`config.mk`:
```
export PLATFORM = sky130hd
export DESIGN_NAME = t02_wb_master_bridge
export DESIGN_NICKNAME = d
export VERILOG_FILES = /design/src/rtl/t02_wb_pkg.sv /design/src/rtl/t02_wb_timeout.sv /design/src/rtl/t02_wb_master_bridge.sv
export SDC_FILE = /design/constraint.sdc
export NUM_CORES = 1
export LEC_CHECK = 0
export BUFFER_PORTS_ARGS = -buffer_cell sky130_fd_sc_hd__buf_2
export CAP_MARGIN = 0
export CORE_MARGIN = 5
export CORE_UTILIZATION = 40
export CTS_CLUSTER_DIAMETER = 150
export DETAILED_ROUTE_END_ITERATION = 10
export GPL_ROUTABILITY_DRIVEN = 0
export PLACE_DENSITY = 0.71
export SLEW_MARGIN = 30
export SYNTH_ARGS = -nofsm -noshare
export SYNTH_HDL_FRONTEND = slang
export SYNTH_HIERARCHICAL = 1
export SYNTH_SLANG_ARGS = --single-unit
```
`constraint.sdc`:
```
create_clock -name clk -period 2.3 [get_ports clk]
set_clock_uncertainty 0.1 [all_clocks]
set_input_delay 0.23 -clock clk [delete_from_list [all_inputs] [get_ports clk]]
set_output_delay 0.23 -clock clk [all_outputs]
set_load 0.02 [all_outputs]
```
`src/rtl/t02_wb_pkg.sv`:
```
// Shared types and constants for the core-to-Wishbone master bridge.
// Imported by the bridge top; keeps state encoding and bus constants in one place.
package t02_wb_pkg;

    typedef enum logic [1:0] {
        IDLE = 2'd0,
        BUS  = 2'd1,
        DONE = 2'd2
    } wb_state_t;

    localparam logic [3:0]  SEL_WORD         = 4'hF;
    localparam logic [31:0] ERR_DATA_DEFAULT = 32'hBAD0_BAD0;

    // The bus only carries whole words, so the byte offset is dropped.
    function automatic logic [31:0] word_align(input logic [31:0] addr);
        return addr & ~32'h0000_0003;
    endfunction

endpackage

```
`src/rtl/t02_wb_timeout.sv`:
```
// Watchdog counter for one bus cycle: cleared on cycle start, counts while
// enabled, and flags the last permitted wait cycle.
module t02_wb_timeout #(
    parameter int TIMEOUT_CYCLES = 255
) (
    input  logic clk,
    input  logic nrst,
    input  logic clr,
    input  logic en,
    output logic expired
);

    localparam int              CW   = $clog2(TIMEOUT_CYCLES + 1);
    localparam logic [CW-1:0]   LAST = CW'(TIMEOUT_CYCLES - 1);

    logic [CW-1:0] count;

    // NOTE: sequential state uses non-blocking assignments so every register
    // samples the pre-edge values of its neighbours.
    always_ff @(posedge clk or negedge nrst) begin
        if (!nrst) begin
            count <= '0;
        end else if (clr) begin
            count <= '0;
        end else if (en && !expired) begin
            count <= count + CW'(1);
        end
    end

    assign expired = en && (count == LAST);

endmodule

```
`src/rtl/t02_wb_master_bridge.sv`:
```
// Turns one held core RAM request into a single classic Wishbone master cycle,
// holding the core busy until ack or watchdog timeout, then one DONE cycle.
module t02_wb_master_bridge
    import t02_wb_pkg::*;
#(
    parameter int          TIMEOUT_CYCLES = 255,
    parameter logic [31:0] ERR_DATA       = ERR_DATA_DEFAULT
) (
    input  logic        clk,
    input  logic        nrst,
    input  logic [31:0] ramaddr,
    input  logic [31:0] ramstore,
    input  logic        Ren,
    input  logic        Wen,
    output logic [31:0] ramload,
    output logic        busy_o,
    output logic        bus_err,
    output logic [31:0] wb_adr_o,
    output logic [31:0] wb_dat_o,
    output logic [3:0]  wb_sel_o,
    output logic        wb_we_o,
    output logic        wb_cyc_o,
    output logic        wb_stb_o,
    input  logic [31:0] wb_dat_i,
    input  logic        wb_ack_i
);

    wb_state_t state, state_next;

    logic req;
    logic start;
    logic in_bus;
    logic expired;
    logic finish_ack;
    logic finish_to;

    assign req        = Ren | Wen;
    assign start      = (state == IDLE) && req;
    assign in_bus     = (state == BUS);
    assign finish_ack = in_bus && wb_ack_i;
    assign finish_to  = in_bus && !wb_ack_i && expired;

    t02_wb_timeout #(
        .TIMEOUT_CYCLES(TIMEOUT_CYCLES)
    ) u_timeout (
        .clk     (clk),
        .nrst    (nrst),
        .clr     (start),
        .en      (in_bus),
        .expired (expired)
    );

    always_ff @(posedge clk or negedge nrst) begin
        if (!nrst) begin
            state <= IDLE;
        end else begin
            state <= state_next;
        end
    end

    // NOTE: every output of this block gets a default first so no latch is inferred.
    always_comb begin
        state_next = state;
        busy_o     = 1'b0;
        unique case (state)
            IDLE: begin
                // Combinational so the core stalls in the very cycle it asks.
                busy_o = req;
                if (req) begin
                    state_next = BUS;
                end
            end
            BUS: begin
                busy_o = 1'b1;
                if (wb_ack_i || expired) begin
                    state_next = DONE;
                end
            end
            DONE: begin
                state_next = IDLE;
            end
            default: begin
                state_next = IDLE;
            end
        endcase
    end

    always_ff @(posedge clk or negedge nrst) begin
        if (!nrst) begin
            ramload  <= '0;
            bus_err  <= 1'b0;
            wb_adr_o <= '0;
            wb_dat_o <= '0;
            wb_sel_o <= '0;
            wb_we_o  <= 1'b0;
            wb_cyc_o <= 1'b0;
            wb_stb_o <= 1'b0;
        end else begin
            bus_err <= finish_to;
            if (start) begin
                wb_adr_o <= word_align(ramaddr);
                wb_dat_o <= ramstore;
                wb_we_o  <= Wen;
                wb_sel_o <= SEL_WORD;
                wb_cyc_o <= 1'b1;
                wb_stb_o <= 1'b1;
            end else if (finish_ack || finish_to) begin
                wb_cyc_o <= 1'b0;
                wb_stb_o <= 1'b0;
                wb_we_o  <= 1'b0;
                // wb_we_o still reflects the cycle in flight at this edge.
                if (!wb_we_o) begin
                    ramload <= finish_ack ? wb_dat_i : ERR_DATA;
                end
            end
        end
    end

endmodule

```
## After elaboration in Yosys (flattened, before gate mapping)

Cells that the tools add are included.

| word-level totals | value |
|---|---|
| flip-flop bits (word level) | 108 |
| bits in latches | 0 |
| bits in writable memories | 0 |
| bits in read-only memories | 0 |
| memories kept | 0 |

| operators by class | value |
|---|---|
| $add $sub $neg | 1 |
| multiply operators | 0 |
| div/mod/pow operators | 0 |
| order comparisons | 0 |
| equality and inequality tests | 4 |
| shifts and indexed selects | 0 |
| multiplexer cells | 10 |
| bitwise logic cells | 3 |
| reduce and logical (&&, ||, !) cells | 15 |

Operators with widths:

| kind | number |
|---|---|
| $mux W32 | 1 |
| $mux W8 | 2 |
| $add A8 B1 Y8 const B | 1 |
| $eq A8 B8 Y1 const B | 1 |
| $logic_and A1 B1 Y1 | 6 |
| $mux W2 | 2 |
| $pmux W2 S2 | 1 |
| $reduce_bool A2 Y1 | 2 |
| $mux W1 | 3 |
| $reduce_and A3 Y1 | 1 |
| $eq A2 B1 Y1 const B | 1 |
| $logic_not A1 Y1 | 2 |
| $logic_not A2 Y1 | 1 |
| $logic_or A1 B1 Y1 | 2 |
| $ne A2 B1 Y1 const B | 1 |
| $ne A2 B2 Y1 const B | 1 |
| $not A1 Y1 | 2 |
| $pmux W1 S2 | 1 |
| $reduce_and A2 Y1 | 1 |
| $or A1 B1 Y1 | 1 |

## Longest topological paths before layout

Gate-level depths: netlist (run 1).

| logic depth | value |
|---|---|
| depth in word-level cells | 6 |
| mapped depth | 8 |
| depth with buffers taken out | 7 |

## Cells and area by module

Netlist (run 1), hierarchy kept.

Modules (own cells, without submodules):

| module | times used | cells an instance | area each (um^2) |
|---|---|---|---|
| t02_wb_master_bridge | 1 | 233 | 3733.6 |
| t02_wb_timeout | 1 | 48 | 506.7 |

## Least setup slack after synthesis (run 1)

Ideal clock, no wire load.

| path | value |
|---|---|
| path type | register -> register |
| from | register state[0] |
| to | register u_timeout.count[1] |
| setup time | 0.125 ns |
| arrival | 1.721 ns |
| path slack | 0.354 ns |
| cell stages (with the launch flop) | 8 |
| buffers on the path | 3 |
| path through | dfrtp_1 nor2_1 o21a_1 buf_6 buf_4 clkdlybuf4s18_2 and2b_1 mux2_4 |

| between the ends | value |
|---|---|
| elaborated cells on any way between the ends | 8 |
| those cells by class | 1 x eq/ne; 1 x mux; 6 x reduce/logical |

RTL lines:

| what | line | text |
|---|---|---|
| start: declaration | t02_wb_master_bridge.sv:28 | `wb_state_t state, state_next;` |
| start signal: assignment | t02_wb_master_bridge.sv:57 | `state <= state_next;` |
| $logic_not A2 Y1 * | t02_wb_master_bridge.sv:38 | `assign start = (state == IDLE) && req;` |
| $logic_and A1 B1 Y1 * | t02_wb_master_bridge.sv:38 |  |
| named net start | t02_wb_master_bridge.sv:31 | `logic start;` |
| $mux W8 or $reduce_bool A2 Y1 (tied branches) | - |  |
| end signal: assignment | t02_wb_timeout.sv:26 | `count <= count + CW'(1);` |
| end: declaration | t02_wb_timeout.sv:16 | `logic [CW-1:0] count;` |

Mark *: on every way through the listed nets, which the timed path passes. The rest lies on a longest branch.
A chain may end at the register's enable or synchronous reset.

## Final worst setup path (run 1)

| path | value |
|---|---|
| from | register u_timeout.count[0] |
| to | register ramload[17] |

| between the ends | value |
|---|---|
| longest elaborated chain between the ends | 5 |

Ends and longest elaborated chain:

| what | line | text |
|---|---|---|
| $eq A8 B8 Y1 | t02_wb_timeout.sv:30 | `assign expired = en && (count == LAST);` |
| $logic_and A1 B1 Y1 | t02_wb_timeout.sv:30 |  |
| named net expired | t02_wb_master_bridge.sv:33 | `logic expired;` |
| $logic_and A1 B1 Y1 | t02_wb_master_bridge.sv:41 | `assign finish_to = in_bus && !wb_ack_i && expired;` |
| $logic_or A1 B1 Y1 | t02_wb_master_bridge.sv:107 | `end else if (finish_ack \|\| finish_to) begin` |
| $reduce_and A3 Y1 (no line) | - |  |
| end signal: assignment | t02_wb_master_bridge.sv:113 | `ramload <= finish_ack ? wb_dat_i : ERR_DATA;` |
| end: declaration | t02_wb_master_bridge.sv:15 | `output logic [31:0] ramload,` |

The timed path passes the listed nets, and every way through them passes these cells.

==> results of run 1 <==
-- critical path: stages (launching register included) --
cell and delay, ns:
dfrtp_1 0.39, inv_1 0.07, ha_1 0.23, and4_4 0.22
and3_2 0.24, o21ai_2 0.54, a22o_1 0.28
-- cells in the final DEF, fill, tap and decap left out, types with 2 or more instances in the layout --
cell           netlist  routed
a21oi_1              5       5
buf_2                6     200
clkbuf_1             1       2
clkinv_4             0       2
o22a_1              16      16
mux2_4               2       2
and3_1               3       3
nor2_1               7       7
mux2_1              62      62
clkbuf_8             0       9
inv_1                4       4
buf_4               10       7
ha_1                 2       2
dlygate4sd3_1        0      96
a22o_1              16      16
nand3_1              2       2
conb_1               1       2
nor3_1               4       4
a21boi_0             2       2
a21o_1               2       2
nand2_1              2       2
clkinvlp_4           0       2
a311oi_1             2       2
dfrtp_1            108     108
buf_12               0       3
-- flip-flops by register name (all words and copies together), names as in the netlist --
name             cells
wb_we_o              1
ramload             32
wb_sel_o             1
wb_cyc_o             1
wb_dat_o            32
wb_adr_o            30
bus_err              1
u_timeout/count      8
state                2
-- per-layer routing --
metal  vias to the layer above  wire, um  share of wire, %  GRT usage, %
li1                       1603         -                 -             -
met1                      1705      4516                38         21.73
met2                       145      6093                52         33.97
met3                        31       795               6.7         4.652
met4                         0       424               3.6         8.494
met5                         -         0                 0             0
-- final cells by class --
cell class                 count  area, um2
multi-input combinational    149       1385
timing repair buffer         306       2074
inverter                       4      15.01
clock inverter                 5      62.56
sequential                   108       2703
fill                         794       3782
clock buffer                  11      131.4
tap                          136      170.2
-- cell families after synthesis --
| logic type | share of synthesized area (%) |
|---|---|
| AO/OA/AOI/OAI | 10.00 |
| adder cells (fa/ha/maj) | 0.5901 |
| buffers and inverters | 3.954 |
| flip-flops | 63.74 |
| multiplexers | 17.17 |
| other | 0.08844 |
| AND/OR/NAND/NOR | 4.457 |
-- cell usage after synthesis (all sizes together) (2+ instances only) --
master,n,area share (%)
a21boi,3,0.80
a21o,2,0.35
a21oi,5,0.59
a22o,16,3.3
a311oi,2,0.41
and3,4,0.62
and4,2,0.47
buf,19,3.3
dfrtp,108,64
ha,2,0.59
inv,4,0.35
mux2,64,17
nand2,2,0.18
nand3,2,0.24
nor2,7,0.62
nor3,5,0.86
nor3b,2,0.47
o21ai,2,0.24
o22a,16,3.3
-- how the worst max path moves through the flow --
| stage | from | end | slack [ns] | depth (start not counted) |
|---|---|---|---|---|
| after CTS | u_timeout/count[0]$_DFFE_PN0P_ | ramload[22]$_DFFE_PN0P_ | 0.11 | 7 |
| after global routing | u_timeout/count[0]$_DFFE_PN0P_ | ramload[17]$_DFFE_PN0P_ | 0.02 | 6 |
| after floorplan | state[0]$_DFFE_PN0P_ | u_timeout/count[1]$_DFFE_PN0P_ | 0.35 | 7 |
| after global placement | u_timeout/count[0]$_DFFE_PN0P_ | ramload[0]$_DFFE_PN0P_ | -0.06 | 6 |
| final | u_timeout/count[0]$_DFFE_PN0P_ | ramload[17]$_DFFE_PN0P_ | 0.16 | 6 |
| after detailed placement | u_timeout/count[0]$_DFFE_PN0P_ | ramload[13]$_DFFE_PN0P_ | 0.13 | 7 |
-- what timing repair did --
item	4_1_cts	5_1_grt
hold buffers	96	0
hold endpoints to repair	132	0
endpoints found under the setup margin	0	16
buffers inserted	0	2
-- power breakdown --
part           internal (mW)  switching (mW)  total (mW)
sequential              2.77           0.448        3.22
clock                  0.509           0.628        1.14
combinational           1.62            2.26        3.87
total                   4.90            3.33        8.23
-- per-stage QoR --
stage	hold WS, ns	total power [mW]	setup TNS, ns
final	0.03292	8.232	0
after global placement	0.1277	6.874	-0.8744
after detailed placement	0.1309	6.999	0
after CTS	0.01694	8.287	0
after floorplan	-0.1656	5.656	0
after global routing	0.02704	8.774	0
==> run metrics, run 1 <==
worst hold stages 2; critical path arrival ~2.3 ns; Leakage 3.133 nW; Via density 4.846; startpoint types flip-flop; RSZ-0062 raised after global routing false; Starting DRT DRC Count 132; syn_area_per_cell 15.09 um2; asr flop ratio synth 100.0%; DRC Markers 0; Worst-Skew Late Latency approximately 0.36 ns; routed wire length 11830 um; CP Class reg2reg; die area ~0.013 mm2; GRT overflow 0; port buffer count 201; max_cap viols 0; Die W 113.0 um; synth unique cells 42; Tightest Pin Transition 0.6830 ns; P&R area growth vs syn 54.26%; PD cells 1258 mW/mm2; WHS Endpoint wb_we_o$_DFFE_PN0P_; Post-synth EDFFs 0; Root Buffer Master clkbuf_8; Routed Antenna Nets 0; Worst-path clk slew about 0.11 ns; Worst R2R End ramload[17]$_DFFE_PN0P_; Setup WS post-layout 0.1648 ns; antenna violations before repair 0; CTS H-tree lvls 3; DRT Pass-1 Iters 4; placed cells around 610; post-synthesis sequential area ratio 63.74%; Ports just over 200; Req. time, crit path 2.50 ns; slew margin rel. 54.46%; non-filler cells, final 719; VDD IR max between 600 and 700 uV; FP Rows 37; ys flop type dfrtp_1; vias post-DR 3484; yosys warns 6; setup violators final 0; GRT Overall Usage 19.11%; HP Start Wen; CTS Sinks between 100 and 150; r2r worst-path depth 6; Design Area, Final ~0.0065 mm2; peak fanout along the critical path 16; min cycle time layout 2.135 ns; placed inst area 0.005371 mm2; pre-CTS setup slack around 0.13 ns; Crit. End Element flip-flop; largest net degree at the start of global routing between 40 and 50; Worst R2R Start u_timeout/count[0]$_DFFE_PN0P_; Die Span Y 113.0 um; Avg WL per Cell 16.45 um; post-detail-place hpwl slightly below 8000 um; fmax between 400 and 500 MHz; Num CTS Buffers 9; Mapped Cells 281; CTS tree yes; Worst Hold Class in2reg; Synth Register Bits 108; deepest clock path buffer count 2; Synth Cell Area 0.004240 mm2; CTS resizes 0; Starting Density between 40% and 50%; # nets final 681; Ant. Diodes 0; r2r setup slk approximately 0.16 ns; Tcrit/Tclk final 92.84%; first-pass GRT wire length 19530 um; fin util 63.36%; endpoints failing hold 0; Final Max Slew Viols 0; proportion of layout cells with a drive suffix above 1 40.14%; vias in the first global route ~3800; outcome complete, no violations; Core Box Area 0.01032 mm2
No activity file was read; power rests on OpenSTA's default activity.
==> inputs of run 2 (changes only) <==
==> constraint.sdc (replaced) <==
create_clock -name clk -period 2.35 [get_ports clk]
set_clock_uncertainty 0.1 [all_clocks]
set_input_delay 0.235 -clock clk [delete_from_list [all_inputs] [get_ports clk]]
set_output_delay 0.235 -clock clk [all_outputs]
set_load 0.02 [all_outputs]
==> run metrics, run 2 (same netlist as run 1, synthesis figures left out) <==
outcome complete, no violations; CTS H-tree lvls 3 (unchanged); proportion of layout cells with a drive suffix above 1 40.28% (+0.14 points); Root Buffer Master clkbuf_8; endpoints failing hold 0 (unchanged); deepest clock path buffer count 2 (unchanged); DRC Markers 0 (unchanged); FP Rows 37 (unchanged); Final Max Slew Viols 0 (unchanged); Num CTS Buffers 9 (unchanged); Worst Hold Class in2reg; largest net degree at the start of global routing 44 (unchanged); first-pass GRT wire length 18800 um (-3.7%); Core Box Area 0.01032 mm2 (unchanged); CP Class reg2reg; PD cells 1271 mW/mm2 (+1.0%); VDD IR max 585.0 uV (-8.9%); post-detail-place hpwl 7810 um (+1.0%); total power 8.362 mW (+1.6%); Via density 4.845 (about the same); Starting Density 41.07% (unchanged); Die Span Y 113.0 um (unchanged); Crit. End Element flip-flop; Avg WL per Cell 16.34 um (-0.67%); r2r worst-path depth 7 (+1); RSZ-0062 raised after global routing false; startpoint types flip-flop; slew margin rel. 54.85% (+0.40 points); peak fanout along the critical path 16 (unchanged); Leakage 3.159 nW (+0.86%); vias post-DR 3474 (-0.29%); Tcrit/Tclk final 94.39% (+1.5 points); worst hold stages 2 (unchanged); Worst-Skew Late Latency 0.36 ns (about the same); Routed Antenna Nets 0 (unchanged); P&R area growth vs syn 55.15%; port buffer count 201 (unchanged); GRT Overall Usage 18.28% (-0.83 points); critical path arrival 2.41 ns (+0.07 ns); setup violators final 0 (unchanged); Tightest Pin Transition 0.6771 ns (-0.005948 ns); CTS tree yes; Starting DRT DRC Count 158 (+20%); # nets final 679 (-0.29%); die area 0.01276 mm2 (unchanged); antenna violations before repair 0 (unchanged); max_cap viols 0 (unchanged); routed wire length 11720 um (-0.95%); fmax 450.8 MHz (-3.7%); biggest registers after layout ramload x32, wb_dat_o x32, wb_adr_o x30; setup repair bufs after CTS 0 (unchanged); vias in the first global route 3729 (-2.9%); Die W 113.0 um (unchanged); most frequent cells in the layout buf_2, dfrtp_1, dlygate4sd3_1; Ant. Diodes 0 (unchanged); CTS Sinks 108 (unchanged); min cycle time layout 2.218 ns (+0.08281 ns); GRT overflow 0 (unchanged); Req. time, crit path 2.54 ns (+0.04 ns); commonest non-fill, non-tap cell in the layout buf_2; DRT Pass-1 Iters 6 (+2); Worst-path clk slew 0.09 ns (-0.02 ns); CTS resizes 0 (unchanged); worst hold margin 0.02301 ns (-0.009905 ns); r2r setup slk 0.13 ns (-0.03 ns); Ports 206 (unchanged)
-- run 2: layout make-up --
type / count / area, um2
tap: 136 / 170.2
multi-input combinational: 149 / 1385
timing repair buffer: 304 / 2044
inverter: 4 / 15.01
clock buffer: 10 / 127.6
sequential: 108 / 2703
fill: 733 / 3745
clock inverter: 6 / 133.9
-- run 2: final timing paths --
path,to,startpoint
setup reg to reg,ramload[7]$_DFFE_PN0P_,u_timeout/count[0]$_DFFE_PN0P_
min in group asynchronous,ramload[21]$_DFFE_PN0P_,nrst
hold reg to reg,wb_dat_o[4]$_DFFE_PN0P_,wb_dat_o[4]$_DFFE_PN0P_
setup / recovery,ramload[7]$_DFFE_PN0P_,u_timeout/count[0]$_DFFE_PN0P_
max in group asynchronous,wb_dat_o[21]$_DFFE_PN0P_,nrst
hold / removal,wb_dat_o[5]$_DFFE_PN0P_,ramstore[5]
-- run 2: metrics by stage --
stage	cell area, um2	setup TNS (ns)	util (%)	std cells	worst slack (ns)
2_1_floorplan	4244	0	-	282	0.4038
3_3_place_gp	5363	-0.2316	51.95	606	-0.01587
3_5_place_dp	5366	0	51.98	606	0.1299
4_1_cts	6579	0	63.73	717	0.1198
5_1_grt	6579	0	63.73	717	0.003302
6_report	6579	0	63.73	717	0.1319
-- run 2: routing by layer --
layer  share of wire (%)  track usage [%]  routed length [um]  vias to the layer above
met2                  53            33.14                6165                      146
met3                 6.7            3.743                 783                       17
met1                  39            21.19                4570                     1705
met4                 1.7            6.971                 198                        0
li1                    -                -                   -                     1606
met5                   0                0                   0                        -
-- run 2: critical path, cell delays in order, from the launching register on --
cell and delay [ns]:
dfrtp_1 0.41, inv_1 0.09, ha_1 0.21, and4_4 0.29
and3_2 0.23, nor2_1 0.08, nor3_4 0.53, o22a_1 0.22
-- run 2: what timing repair did --
item                                    4_1_cts  5_1_grt
endpoints found under the setup margin        0        0
endpoints found under the hold margin       134        0
hold buffers                                 95        0
-- run 2: power by group --
part           switching (mW)  leakage [nW]  internal, mW
logic                    2.19          1.75          1.58
clock network           0.612         0.131         0.818
registers               0.444          1.28          2.71
